### config.mk
export PLATFORM = sky130hd
export DESIGN_NAME = sisc_mc_ctrl
export DESIGN_NICKNAME = d
export VERILOG_FILES = /design/src/rtl/sisc_pkg.sv /design/src/rtl/sisc_br_eval.sv /design/src/rtl/sisc_mc_ctrl.sv
export SDC_FILE = /design/constraint.sdc
export NUM_CORES = 1
export LEC_CHECK = 0
export CAP_MARGIN = 40
export CORE_ASPECT_RATIO = 0.5
export CORE_UTILIZATION = 35
export DETAILED_ROUTE_END_ITERATION = 10
export PLACE_DENSITY = 0.64
export SLEW_MARGIN = 15
export SYNTH_ARGS = -nofsm -noshare
export SYNTH_HDL_FRONTEND = slang
export SYNTH_HIERARCHICAL = 1
export SYNTH_SLANG_ARGS = --single-unit
### constraint.sdc
create_clock -name clk -period 2.05 [get_ports clk]
set_clock_uncertainty 0.15 [all_clocks]
set_input_delay 0.5125 -clock clk [delete_from_list [all_inputs] [get_ports clk]]
set_output_delay 0.5125 -clock clk [all_outputs]
set_load 0.1 [all_outputs]
### src/rtl/sisc_pkg.sv
// Shared encodings for the SISC multi-cycle controller: opcodes, FSM states,
// ALU operation and PC source selects.
package sisc_pkg;

    typedef enum logic [3:0] {
        OP_NOP   = 4'h0,
        OP_ALU_R = 4'h1,
        OP_ALU_I = 4'h2,
        OP_LOD   = 4'h3,
        OP_STR   = 4'h4,
        OP_BRA   = 4'h5,
        OP_BRR   = 4'h6,
        OP_BNE   = 4'h7,
        OP_HLT   = 4'hF
    } op_e;

    typedef enum logic [2:0] {
        S_RESET,
        S_FETCH,
        S_DECODE,
        S_EXEC,
        S_MEM,
        S_WB,
        S_HALT
    } state_e;

    typedef enum logic [1:0] {
        ALU_IDLE = 2'b00,
        ALU_RR   = 2'b01,
        ALU_IMM  = 2'b10,
        ALU_ADDR = 2'b11
    } alu_op_e;

    typedef enum logic [1:0] {
        PC_INC = 2'b00,
        PC_ABS = 2'b01,
        PC_REL = 2'b10
    } pc_sel_e;

    function automatic logic op_legal(input logic [3:0] opc);
        return opc inside {OP_NOP, OP_ALU_R, OP_ALU_I, OP_LOD, OP_STR,
                           OP_BRA, OP_BRR, OP_BNE, OP_HLT};
    endfunction

endpackage

### src/rtl/sisc_br_eval.sv
// Conditional branch evaluation: BRA/BRR take on any masked status bit set,
// BNE takes when no masked status bit is set.
module sisc_br_eval
    import sisc_pkg::*;
#(
    parameter int W = 4
) (
    input  op_e          op,
    input  logic [W-1:0] mask,
    input  logic [W-1:0] stat,
    output logic         taken
);

    logic hit;

    assign hit = |(stat & mask);

    always_comb begin
        // NOTE: default assignment first, so every path drives taken and no latch is inferred.
        taken = 1'b0;
        case (op)
            OP_BRA, OP_BRR: taken = hit;
            OP_BNE:         taken = ~hit;
            default:        taken = 1'b0;
        endcase
    end

endmodule

### src/rtl/sisc_mc_ctrl.sv
// Multi-cycle SISC control unit: fetch/decode/exec/mem/writeback sequencing.
// Define SISC_MC_TIMEOUT_EN to enable the memory-ack watchdog and bus_err.
module sisc_mc_ctrl
    import sisc_pkg::*;
#(
    parameter int OPC_W    = 4,
    parameter int MM_W     = 4,
    parameter int STAT_W   = 4,
    parameter int WAIT_MAX = 15
) (
    input  logic              clk,
    input  logic              rst_f,
    input  logic [OPC_W-1:0]  opcode,
    input  logic [MM_W-1:0]   mm,
    input  logic [STAT_W-1:0] stat,
    input  logic              imem_ack,
    input  logic              dmem_ack,
    output logic              imem_req,
    output logic              dmem_req,
    output logic              dmem_we,
    output logic              ir_load,
    output logic              pc_write,
    output logic [1:0]        pc_sel,
    output logic              rf_we,
    output logic [1:0]        alu_op,
    output logic              wb_sel,
    output logic              stat_en,
    output logic              halted,
    output logic              bus_err,
    output logic              ill_op
);

    if (MM_W != STAT_W || WAIT_MAX < 1) begin : g_cfg_check
        $error("sisc_mc_ctrl: MM_W must equal STAT_W and WAIT_MAX must be >= 1");
    end

    state_e          state;
    op_e             op_q;
    logic [MM_W-1:0] mm_q;
    logic [3:0]      opc4;
    logic            taken;
    logic            timeout;

    assign opc4 = 4'(opcode);

    sisc_br_eval #(.W(STAT_W)) u_br_eval (
        .op    (op_q),
        .mask  (mm_q),
        .stat  (stat),
        .taken (taken)
    );

`ifdef SISC_MC_TIMEOUT_EN
    localparam int            CW      = $clog2(WAIT_MAX + 1);
    localparam logic [CW-1:0] CNT_MAX = CW'(WAIT_MAX);

    logic          waiting;
    logic          ack;
    logic [CW-1:0] wait_cnt;

    assign waiting = (state == S_FETCH) || (state == S_MEM);
    assign ack     = (state == S_FETCH) ? imem_ack : dmem_ack;
    // Timeout fires only once the count has reached WAIT_MAX and still no ack.
    assign timeout = waiting && !ack && (wait_cnt == CNT_MAX);

    always_ff @(posedge clk or negedge rst_f) begin
        if (!rst_f)
            wait_cnt <= '0;
        else if (waiting && !ack)
            wait_cnt <= wait_cnt + 1'b1;
        else
            wait_cnt <= '0;
    end

    always_ff @(posedge clk or negedge rst_f) begin
        if (!rst_f)
            bus_err <= 1'b0;
        else if (timeout)
            bus_err <= 1'b1;
    end
`else
    assign timeout = 1'b0;
    assign bus_err = 1'b0;
`endif

    // Outputs are registered: each transition loads the strobes of the state being entered.
    always_ff @(posedge clk or negedge rst_f) begin
        if (!rst_f) begin
            state    <= S_RESET;
            op_q     <= OP_NOP;
            mm_q     <= '0;
            imem_req <= 1'b0;
            dmem_req <= 1'b0;
            dmem_we  <= 1'b0;
            ir_load  <= 1'b0;
            pc_write <= 1'b0;
            pc_sel   <= PC_INC;
            rf_we    <= 1'b0;
            alu_op   <= ALU_IDLE;
            wb_sel   <= 1'b0;
            stat_en  <= 1'b0;
            halted   <= 1'b0;
            ill_op   <= 1'b0;
        end else begin
            // NOTE: non-blocking throughout; strobes default low so each lasts exactly one state.
            imem_req <= 1'b0;
            dmem_req <= 1'b0;
            dmem_we  <= 1'b0;
            ir_load  <= 1'b0;
            pc_write <= 1'b0;
            pc_sel   <= PC_INC;
            rf_we    <= 1'b0;
            alu_op   <= ALU_IDLE;
            wb_sel   <= 1'b0;
            stat_en  <= 1'b0;

            case (state)
                S_RESET: begin
                    state    <= S_FETCH;
                    imem_req <= 1'b1;
                end

                S_FETCH: begin
                    if (imem_ack) begin
                        state    <= S_DECODE;
                        ir_load  <= 1'b1;
                        pc_write <= 1'b1;
                    end else if (timeout) begin
                        state  <= S_HALT;
                        halted <= 1'b1;
                    end else begin
                        imem_req <= 1'b1;
                    end
                end

                S_DECODE: begin
                    op_q <= op_legal(opc4) ? op_e'(opc4) : OP_NOP;
                    mm_q <= mm;
                    if (!op_legal(opc4))
                        ill_op <= 1'b1;
                    if (opc4 == OP_HLT) begin
                        state  <= S_HALT;
                        halted <= 1'b1;
                    end else begin
                        state <= S_EXEC;
                        case (opc4)
                            OP_ALU_R: begin
                                alu_op  <= ALU_RR;
                                stat_en <= 1'b1;
                            end
                            OP_ALU_I: begin
                                alu_op  <= ALU_IMM;
                                stat_en <= 1'b1;
                            end
                            OP_LOD, OP_STR: alu_op <= ALU_ADDR;
                            default:        alu_op <= ALU_IDLE;
                        endcase
                    end
                end

                S_EXEC: begin
                    if (op_q == OP_LOD || op_q == OP_STR) begin
                        state    <= S_MEM;
                        dmem_req <= 1'b1;
                        dmem_we  <= (op_q == OP_STR);
                    end else begin
                        state <= S_WB;
                        if (op_q == OP_ALU_R || op_q == OP_ALU_I)
                            rf_we <= 1'b1;
                        if (taken) begin
                            pc_write <= 1'b1;
                            pc_sel   <= (op_q == OP_BRR) ? PC_REL : PC_ABS;
                        end
                    end
                end

                S_MEM: begin
                    if (dmem_ack) begin
                        state <= S_WB;
                        if (op_q == OP_LOD) begin
                            rf_we  <= 1'b1;
                            wb_sel <= 1'b1;
                        end
                    end else if (timeout) begin
                        state  <= S_HALT;
                        halted <= 1'b1;
                    end else begin
                        dmem_req <= 1'b1;
                        dmem_we  <= (op_q == OP_STR);
                    end
                end

                S_WB: begin
                    state    <= S_FETCH;
                    imem_req <= 1'b1;
                end

                S_HALT:  halted <= 1'b1;

                default: state <= S_RESET;
            endcase
        end
    end

endmodule

==> key figures <==
Layout
  • Layout area overhead: 43.90%
  • Register area: 625.6 sq um
  • Commonest cells after routing, fill and taps aside: nand2_1, dfrtp_1, clkdlybuf4s50_1
  • ANT cells: 0
  • Final Util: 55.67%
  • Fillers: slightly below 300
  • Layout cells sized above 1: a little under a quarter
  • Post-route design area: approximately 0.0018 sq mm
  • Nets: 168
  • Multi-input gate area: 546.8 sq um

Pwr
  • VDD IR max: around 0.71 mV
  • Static Leak: 0.7669 nW
  • Register share of total power: 36.1%
  • P_int: 0.001284 W
  • Power share of the combinational group: between 50 and 60%
  • Clock Power Share: between 10% and 20%
  • Sw frac: between 40% and 50%
  • PwrDens: 1364 mW/mm^2
  • Sw Pwr: between 0.001 and 0.0015 W

Placed design
  • Pre-CTS WS: -103.8 ps
  • Placed cell area: around 0.0017 sq mm
  • Port buffer count: 29
  • GP Congestion: 0.7288
  • Post-DP HPWL: 1816 microns

Routing
  • DR pass1 iterations: 4
  • ANT nets after route: 0
  • Avg WL per Cell: about 13 microns
  • DR vias: between 900 and 1000
  • Starting DRT DRC Count: 37
  • DRC: 0
  • Drt total wl: approximately 2500 microns
  • Vias/cell: between 5 and 6

Setup path
  • Crit-path max FO: 3
  • Reg2reg start: op_q[1]$_DFFE_PN0P_
  • Buffers & Inverters on Critical Path: 1
  • Top cell family by delay on the critical path: compound AO/OA/AOI/OAI gates
  • Crit-path max cell delay: 480 ps
  • CP required: approximately 2100 ps
  • Critical path class: in -> reg
  • CP startpoint: stat[2]
  • Crit-path cells: clkdlybuf4s50_1 -> a22oi_2 -> a221o_1 -> o31ai_1 -> nand2_1 -> nor4b_1
  • CP arrival: between 1500 and 2000 ps
  • CP Launch Type: input pin
  • Crit. End Element: flip-flop
  • Worst path slowest cell: clkdlybuf4s50_1

Global routing
  • Grt ovf: 0
  • Tot GR Track Use: 15.01%
  • Number of global-route vias before repair: around 940
  • First-pass GRT wire length: 4243 microns
  • Largest net degree at the start of global routing: 26
  • Initial antenna violation count: 0

STA
  • F_max: around 540 MHz
  • Final Setup Violations: 0
  • Hold Fails Final Rpt: 0
  • Setup_tns: 0 ps
  • Setup WS post-layout: 201.7 ps
  • RSZ-0062 raised after global routing: no
  • Max Transition Viols Final: 0
  • Final period utilization: 90.16%
  • Min cycle time layout: ~1800 ps

Floorplanning
  • Row count: 14
  • Width of the die: approximately 85 microns
  • Core Box Area: ~0.0032 sq mm
  • Total Die Area: 0.003740 sq mm
  • Die Y: ~44 microns
  • Ports: 31
  • Initial Utilization: roughly 39%

Synth
  • Cells after Synth: 119
  • Share of the synthesized area in the top cell type: 51.28%
  • Most used flip-flop cell after synthesis: dfrtp_1
  • Cell area after synthesis: roughly 0.0012 sq mm
  • Share of flip-flops with an asynchronous set or reset: between 90% and 100%
  • Distinct cells, synth: 44
  • Top cells by area, synth: dfrtp_1, nand2_1, nand2b_1, a211oi_2, a22oi_2
  • EDFF count, synth: 0
  • Mapped Nets: between 100 and 150
  • Seq/Total Area, Yosys: roughly half
  • Yosys top cell by area: dfrtp_1
  • Avg Cell Area, Syn: around 10 sq um
  • YS warnings: 6
  • FF+latch count, synth: 25

CTS
  • H-Tree Depth: 1
  • CTS Hold Bufs: 0
  • Clock buffer depth: 2
  • Total setup buffers inserted after CTS: 0
  • Clk slew on worst S/H paths: 90 ps
  • CTS tree: done
  • TritonCTS buffer count: 3
  • Clock Root Buffer: clkbuf_8
  • Resized cells post-CTS: 0
  • Clock sink count: 25
  • Worst-skew pair later-pin latency: approximately 270 ps

Run
  • # Max-Cap Violations: 0

Status
  • Outcome: complete, no violations

Hold path
  • Worst hold path type: reg -> reg
  • Hold Path Origin: mm_q[2]$_DFFE_PN0P_
[synthesized netlist by cell type (all sizes together), types with 2 or more instances]
master,number
clkbuf,4
nand2b,10
nor2,5
dfrtp,25
o21ai,5
a211oi,3
nand3,3
a21bo,2
nand2,25
or3,2
a21oi,3
o22ai,2
a22oi,2
buf,4
[power groups by stage]
| stage | logic [W] | registers (W) | clock network, W |
|---|---|---|---|
| after floorplan | 0.000462 | 0.00121 | 0 |
| after global routing | 0.00130 | 0.000894 | 0.000328 |
| final | 0.00123 | 0.000864 | 0.000300 |
| after detailed placement | 0.00124 | 0.000872 | 0 |
| after CTS | 0.00124 | 0.000863 | 0.000304 |
| after global placement | 0.00122 | 0.000871 | 0 |
[worst register-to-register path, stage by stage, from the launching register on]
cell	delay (ps)
dfrtp_1	500
nand2b_1	190
a221o_1	320
o31ai_1	70
nand2_1	130
nor4b_1	250
[flip-flops by register name, summed over array words and instances, names as in the netlist, 2 cells and up]
signal / count
alu_op: 2
mm_q: 4
op_q: 4
pc_sel: 2
state: 3
[cell type report]
| class | count | area share, % |
|---|---|---|
| tap | 40 | 2.851 |
| clock buffer | 3 | 2.352 |
| timing repair buffer | 36 | 27.51 |
| inverter | 1 | 0.2138 |
| clock inverter | 1 | 0.2851 |
| sequential | 25 | 35.64 |
| multi-input combinational | 85 | 31.15 |
[final timing paths]
check                                            end  slack, ps  cells past startpoint
worst min register to register   mm_q[2]$_DFFE_PN0P_        350                      2
worst max-delay path             pc_sel[1]$_DFF_PN0_        200                      6
min in group asynchronous         halted$_DFFE_PN0P_        450                      2
worst min-delay path             mm_q[2]$_DFFE_PN0P_        350                      2
worst max register to register   pc_sel[1]$_DFF_PN0_        350                      5
max in group asynchronous       state[1]$_DFFE_PN0P_       1060                      2
[logic make-up after synthesis]
family | share of synthesized area (%)
XOR/XNOR | 1.436
AND/OR/NAND/NOR | 27.08
AO/OA/AOI/OAI | 16.00
other | 0.3074
flip-flops | 51.28
buffers and inverters | 3.897
[layer usage]
| metal | track usage (%) | vias to the layer above | part of all wire (%) |
|---|---|---|---|
| li1 | - | 476 | - |
| met1 | 18.87 | 484 | 48 |
| met2 | 26.24 | 20 | 48 |
| met3 | 4.000 | 0 | 3.8 |
| met4 | 4.000 | 0 | 0 |
| met5 | 0 | - | 0 |
[per-stage QoR]
stage	power, W	instances	hold WS [ps]
CTS	0.002408	191	360.6
floorplan	0.001669	119	66.91
global placement	0.002088	187	335.4
finish	0.002394	191	355.0
detailed placement	0.002112	187	337.4
global route	0.002527	191	378.7
Power figures use the tool's default switching activity.
